## config.mk

```make
export PLATFORM = sky130hd
export DESIGN_NAME = ibuf_east
export DESIGN_NICKNAME = d
export VERILOG_FILES = /design/src/rtl/ibuf_east.sv
export SDC_FILE = /design/constraint.sdc
export NUM_CORES = 1
export LEC_CHECK = 0
export ABC_AREA = 0
export BUFFER_PORTS_ARGS = -buffer_cell sky130_fd_sc_hd__clkbuf_2
export CAP_MARGIN = 20
export CORE_ASPECT_RATIO = 0.6
export CORE_MARGIN = 3
export CORE_UTILIZATION = 40
export CTS_BUF_LIST = sky130_fd_sc_hd__clkbuf_16
export CTS_CLUSTER_SIZE = 10
export DETAILED_ROUTE_END_ITERATION = 6
export PLACE_DENSITY = 0.64
export SYNTH_ARGS = -nofsm -noshare
export SYNTH_HDL_FRONTEND = slang
export SYNTH_SLANG_ARGS = --single-unit
```

## constraint.sdc

```tcl
create_clock -name clk -period 7.2 [get_ports clk]
set_clock_uncertainty 0.05 [all_clocks]
set_input_delay 1.44 -clock clk [delete_from_list [all_inputs] [get_ports clk]]
set_output_delay 1.44 -clock clk [all_outputs]
set_load 0.02 [all_outputs]
```

## src/rtl/ibuf_east.sv

```systemverilog
// East-port input buffer: flit FIFO plus a wormhole FSM that latches the
// route request on each header and drops unroutable or orphan packets.
module ibuf_east #(
   parameter int FLIT_W = 8,
   parameter int DEPTH  = 4,
   parameter int PTR_W  = 2
) (
   input  logic              clk,
   input  logic              rst_n,
   input  logic [FLIT_W-1:0] in_flit,
   input  logic              in_valid,
   output logic              in_ready,
   output logic [FLIT_W-1:0] out_flit,
   output logic              out_valid,
   input  logic [4:0]        route_in,
   output logic [4:0]        port_req,
   input  logic              grant,
   output logic              drop_err,
   output logic [PTR_W:0]    count
);

   typedef enum logic [1:0] {IDLE, REQ, ACTIVE, DROP} state_e;

   localparam logic [1:0]   T_HDR  = 2'b10;
   localparam logic [1:0]   T_TAIL = 2'b01;
   localparam logic [1:0]   T_SGL  = 2'b11;
   localparam logic [PTR_W:0] FULL = (PTR_W+1)'(DEPTH);

   logic [FLIT_W-1:0] mem_q [DEPTH];
   logic [PTR_W-1:0]  wr_ptr_q, rd_ptr_q;
   logic [PTR_W:0]    count_q, count_d;
   state_e            state_q, state_d;
   logic [4:0]        port_req_q, port_req_d;
   logic              drop_err_q, drop_err_d;
   logic              push, pop;
   logic [1:0]        head_type;
   logic              route_ok;

   assign in_ready  = (count_q < FULL);
   assign out_valid = (count_q != '0);
   assign out_flit  = out_valid ? mem_q[rd_ptr_q] : '0;
   assign push      = in_valid && in_ready;
   assign head_type = mem_q[rd_ptr_q][FLIT_W-1:FLIT_W-2];
   assign route_ok  = (route_in != 5'd0) && ((route_in & (route_in - 5'd1)) == 5'd0);

   assign port_req = port_req_q;
   assign drop_err = drop_err_q;
   assign count    = count_q;

   always_comb begin
      state_d    = state_q;
      port_req_d = port_req_q;
      drop_err_d = 1'b0;
      pop        = 1'b0;
      case (state_q)
         IDLE: begin
            if (out_valid) begin
               if (head_type == T_HDR || head_type == T_SGL) begin
                  if (route_ok) begin
                     port_req_d = route_in;
                     state_d    = REQ;
                  end else begin
                     pop        = 1'b1;
                     drop_err_d = 1'b1;
                     state_d    = (head_type == T_HDR) ? DROP : IDLE;
                  end
               end else begin
                  pop        = 1'b1;
                  drop_err_d = 1'b1;
               end
            end
         end
         REQ: begin
            if (grant && out_valid) begin
               pop = 1'b1;
               if (head_type == T_SGL) begin
                  port_req_d = 5'd0;
                  state_d    = IDLE;
               end else begin
                  state_d = ACTIVE;
               end
            end
         end
         ACTIVE: begin
            // Only a true tail closes the worm; stray headers pass as body.
            if (grant && out_valid) begin
               pop = 1'b1;
               if (head_type == T_TAIL) begin
                  port_req_d = 5'd0;
                  state_d    = IDLE;
               end
            end
         end
         DROP: begin
            if (out_valid) begin
               pop = 1'b1;
               if (head_type == T_TAIL) state_d = IDLE;
            end
         end
         default: state_d = IDLE;
      endcase
   end

   always_comb begin
      count_d = count_q;
      if (push && !pop)      count_d = count_q + 1'b1;
      else if (pop && !push) count_d = count_q - 1'b1;
   end

   always_ff @(posedge clk) begin
      if (!rst_n) begin
         wr_ptr_q   <= '0;
         rd_ptr_q   <= '0;
         count_q    <= '0;
         state_q    <= IDLE;
         port_req_q <= 5'd0;
         drop_err_q <= 1'b0;
      end else begin
         if (push) wr_ptr_q <= wr_ptr_q + 1'b1;
         if (pop)  rd_ptr_q <= rd_ptr_q + 1'b1;
         count_q    <= count_d;
         state_q    <= state_d;
         port_req_q <= port_req_d;
         drop_err_q <= drop_err_d;
      end
   end

   // Storage is never reset; occupancy alone decides what is valid.
   always_ff @(posedge clk) begin
      if (push) mem_q[wr_ptr_q] <= in_flit;
   end

endmodule

```

After elaboration in Yosys (flattened, before gate mapping)
Memories as Yosys holds them, arrays and structs flattened. A register that Yosys moved wholly into a read port is not among the register bits. Cells that the tools add are included. W data, S select, Z words.

Input bits: 17. Output and inout port bits: 19. Latch bits: 0. Memory bits (read-only): 0. Memories: 1. Word-level logic and storage cells: 77. RAM bits: 32. Register bits after elaboration: 15.

Memories: mem_q (words 4, bits a word 8, read ports 1, clocked after memory_dff 1, wr ports 1, line 29) `logic [FLIT_W-1:0] mem_q [DEPTH];`.

Mux-type cells: 31. Shift-type cells: 0. Equality and inequality tests: 14. Div/mod/pow operators: 0. Reductions and logical operators: 18. Magnitude comparators: 1. Add/subtract/negate cells: 5. $mul: 0. Bitwise logic cells: 1.

Operator list (count): $mux W5 (7); $mux W2 (11); $ne A2 B2 Y1 const B (8); $pmux W5 S3 (1); $eq A2 B2 Y1 const B (4); $mux W8 (1); $pmux W2 S4 (1); $reduce_and A8 Y1 (1); $mux W1 (7); $mux W3 (2); $reduce_bool A3 Y1 (2); $and A5 B5 Y5 (1); $logic_and A1 B1 Y1 (5); $logic_not A5 Y1 (1); $reduce_and A5 Y1 (1); $reduce_bool A5 Y1 (1); $sub A5 B1 Y5 const B (1); $add A2 B1 Y2 const B (2); $eq A2 B1 Y1 const B (2); $add A3 B1 Y3 const B (1); $lt A3 B3 Y1 const B (1); $pmux W1 S3 (1); $sub A3 B1 Y3 const B (1); $logic_not A1 Y1 (2); 5 further kinds (5).

Logic depth before layout (Yosys ltp)
Depth in word-level cells: 11. Mapped depth: 11. Depth with buffers taken out: 11.

Least setup slack after synthesis
OpenSTA, ideal clock, no wires.

Path type: in2reg. From: input port route_in[3]. To: register count_q[2], in the netlist count[2]. Library setup time: 0.072 ns. Setup slack: 3.655 ns. Path buffers: 0. Cell stages on the path: 10. Arrival: 3.422 ns. Data required time: 7.078 ns. Path through: nor3b_1 a22oi_1 a211oi_1 or3_1 ha_1 inv_1 fa_1 xor2_1 or3_1 a21oi_1.

Word-level cells in the longest chain between the ends: 11. Elaborated cells between the ends (all ways): 14. Those cells by class: 1 x add/sub; 5 x mux; 1 x bitwise; 7 x reduce/logical.

RTL lines: from (decl) (line 15) `input logic [4:0] route_in,`; $sub A5 B1 Y5 (line 44) `assign route_ok = (route_in != 5'd0) && ((route_in & (route_in - 5'd1)) == 5'd0);`; $and A5 B5 Y5 (line 44); $logic_not A5 Y1 (line 44); $logic_and A1 B1 Y1 (*) (line 44); $mux W1 (*) (line 59) `if (route_ok) begin`; $mux W1 (*) (line 58) `if (head_type == T_HDR || head_type == T_SGL) begin`; $mux W1 (*) (line 57) `if (out_valid) begin`; $pmux W1 S3 (*) (line 55) `case (state_q)`; $logic_not A1 Y1 (line 106) `if (push && !pop) count_d = count_q + 1'b1;`; $logic_and A1 B1 Y1 (line 106); $mux W3 or $reduce_bool A2 Y1 (tied branches); to (signal assigned) (line 121) `count_q <= count_d;`; to (decl) (line 31) `logic [PTR_W:0] count_q, count_d;`.

Mark *: on every way between the ends. The rest lies on a longest branch, timed or not. A chain may end at the register's enable or synchronous reset.

Final worst setup path
Same ends and word-level chain as after synthesis.

==> results.yml <==
worst_setup_path:
  cp.required_ns: 7.36
  crit_path_frequent_cell: "or3_1"
  crit_type: "in -> reg"
  arrival_ns: 3.83
  cp_num_buf_inv: 2
  crit_family: "compound AO/OA/AOI/OAI gates"
  critPathCaptureType: "register"
  path_max_fanout: 4
  crit_start: "route_in[3]"
  path_cells: "clkbuf_2, nor3b_1, a22oi_1, a211oi_1, or3_1, ha_1, inv_1, fa_1, xor2_1, or3_1, a21oi_1"
  critPathLaunchType: "input pin"
  max_stage_delay_ns: 0.49
  slowest_stage: "a211oi_1"
layout:
  n_antenna_cell: 0
  drive_above_1_share_pct: 23.3
  area_growth_pct: 17.4
  final_nets: 233
timing:
  fin_tns_setup_ns: 0
  setup_viol: 0
  post-route-period-util_pct: 50.9
  slew_viol_final: 0
  hold_ws_ns: 0.412
  final-hold-violation-count: 0
  rsz0062_at_grt: "false"
  slew_headroom_pct: 49.4
  fmax_mhz: 273
  tightest_slew_ns: 0.754
  period_needed_ns: 3.67
detailed_routing:
  drt_pass1_iterations: 5
  vias_per_cell: 4.91
  drt-initial-drc-count: 70
  via_count: 1390
  drcViolationCount: 0
  post_drt_wl_per_cell_um: 13.9
  antenna_left: 0
  wl_mm: 3.93
place:
  gp_congestion: 0.830
  hpwl_mm: 2.92
  port_buffers: 35
logic_synthesis:
  yosysSeqAreaShare_pct: 57.1
  synth_seq_cells: 49
  synth_edf_count: 32
  synth.avg_cell_area_um2: 13.6
  syn_inst: 168
  ys_types: 39
  syn_nets: 196
  synthFlopType: "edfxtp_1"
  syn_area_mm2: 0.00228
  synthArstFlopShare_pct: 0
  synth_warnings: 0
run_status:
  status: "finished clean"
clocking:
  numCtsBuffers: 5
  post_cts_buffers: 0
  tritoncts: "done"
  ctsLongestPathBuffers: 2
  cts_resized: 0
  holdBufCountCts: 0
  cts_num_sinks: 49
  root_buffer: "clkbuf_16"
  clk_latency_ns: 0.28
  htreeDepth: 2
  clkTransAtPathRegs_ns: 0.07
floorplan:
  std_cell_rows: 20
  die_y_um: 64.5
  pin_count: 36
  core_mm2: 0.00528
  die_w_um: 103
  die-area_mm2: 0.00667
  start_util_pct: 43.2
pwr:
  p_leak_uw: 0.00106
  vdd_drop_max_mv: 0.161
  p_per_area_mw_per_mm2: 384
global_route:
  grt_pass1_wl_mm: 6.71
  antenna_found_initial: 0
  grt_pass1_vias: 1339
  grt_max_degree: 18
  overflow: 0
  grtUsageTotal_pct: 13.3
run:
  maxCapViolCount: 0
worst_hold_path:
  hp-class: "reg -> reg"
  min-delay-start: "port_req[0]$_SDFFE_PN0P_"
[report_power, final]
group	total (uW)	switching [uW]	internal, uW
registers	383	35.5	347
logic	415	236	179
clock network	229	98.2	131
[registers in the layout (all words and copies together), names as in the netlist, named ones only]
signal / count
port_req: 5
wr_ptr_q: 2
mem_q: 32
count: 3
rd_ptr_q: 2
drop_err: 1
state_q: 2
[per-stage QoR]
stage / cell area [um2] / power, uW / setup slack [ns] / util (%) / std cells
2_1_floorplan: 2280 / 699 / 3.66 / - / 168
3_3_place_gp: 2520 / 804 / 3.37 / 47.8 / 275
3_5_place_dp: 2520 / 804 / 3.27 / 47.8 / 275
4_1_cts: 2680 / 1040 / 3.56 / 50.7 / 283
5_1_grt: 2680 / 1100 / 3.31 / 50.7 / 283
6_report: 2680 / 1030 / 3.53 / 50.7 / 283
[area by class of cell]
type	instances	area [um2]
Clock inverter	3	26.3
Timing Repair Buffer	35	175
Inverter	11	41.3
Fill cell	455	2610
Sequential cell	49	1300
Multi-Input combinational cell	103	910
Tap cell	77	96.3
Clock buffer	5	125
[synthesized netlist by cell type, drive strengths merged, types with 2 or more instances]
cell type | n | area [um2]
ha | 10 | 125
and2 | 11 | 68.8
clkbuf | 4 | 15.0
a21oi | 7 | 35.0
or3 | 2 | 12.5
nor2 | 11 | 41.3
o21ai | 2 | 10.0
or3b | 2 | 20.0
nor3 | 3 | 15.0
edfxtp | 32 | 961
mux4 | 8 | 206
nand3b | 5 | 37.5
nor2b | 3 | 18.8
a31oi | 2 | 12.5
xor2 | 3 | 26.3
a211oi | 3 | 27.5
nand2b | 2 | 12.5
nand2 | 8 | 30.0
dfxtp | 17 | 340
mux2i | 8 | 80.1
inv | 10 | 37.5
[layout by cell type (no fill, tap or decap), types with 2 or more instances in the layout]
cell        n
edfxtp_1   32
nor3_1      3
mux2i_1     8
and2_1     11
mux4_1      7
a31oi_1     2
nand3b_1    5
nand2_1     8
xor2_1      3
nand2b_1    2
or3_1       2
nor2b_1     3
inv_1      10
a21oi_1     7
nor2_1     11
a211oi_1    2
o21ai_0     2
clkinv_4    2
dfxtp_1    17
ha_1       10
clkbuf_2   35
clkbuf_16   5
[metal layers]
| layer | GRT usage, % | wire, um | vias up |
|---|---|---|---|
| met5 | 0 | 0 | - |
| met4 | 4.52 | 49 | 0 |
| met3 | 3.76 | 244 | 4 |
| met2 | 17.6 | 1620 | 34 |
| met1 | 20.5 | 2010 | 658 |
| li1 | - | - | 694 |
[worst register-to-register path, delay by kind of cell (launching register included)]
family                     cells  cell delay (ns)
AOI/OAI and AO/OA              2             0.59
and+or+nand+nor                2             0.51
buffers and inverters          2             0.15
adders and majority gates      2             0.55
muxes                          1             0.40
xor gates and xnor gates       1             0.16
DFF                            1             0.60
[cells by family after synthesis]
group / Yosys count / synth area share, %
multiplexers: 16 / 12.6
adder cells (fa/ha/maj): 11 / 6.37
XOR/XNOR: 4 / 1.54
buffers and inverters: 16 / 2.97
AND/OR/NAND/NOR: 52 / 12.8
flip-flops: 49 / 57.1
AO/OA/AOI/OAI: 20 / 6.64
[final timing paths]
check / endpoint / cells after the start / slack [ns]
setup / recovery: count[2]$_SDFFE_PN0P_ / 11 / 3.53
hold / removal: port_req[0]$_SDFFE_PN0P_ / 2 / 0.41
setup reg to reg: count[2]$_SDFFE_PN0P_ / 10 / 4.13
hold reg to reg: port_req[0]$_SDFFE_PN0P_ / 2 / 0.41
(Power assumes the default switching activity.)
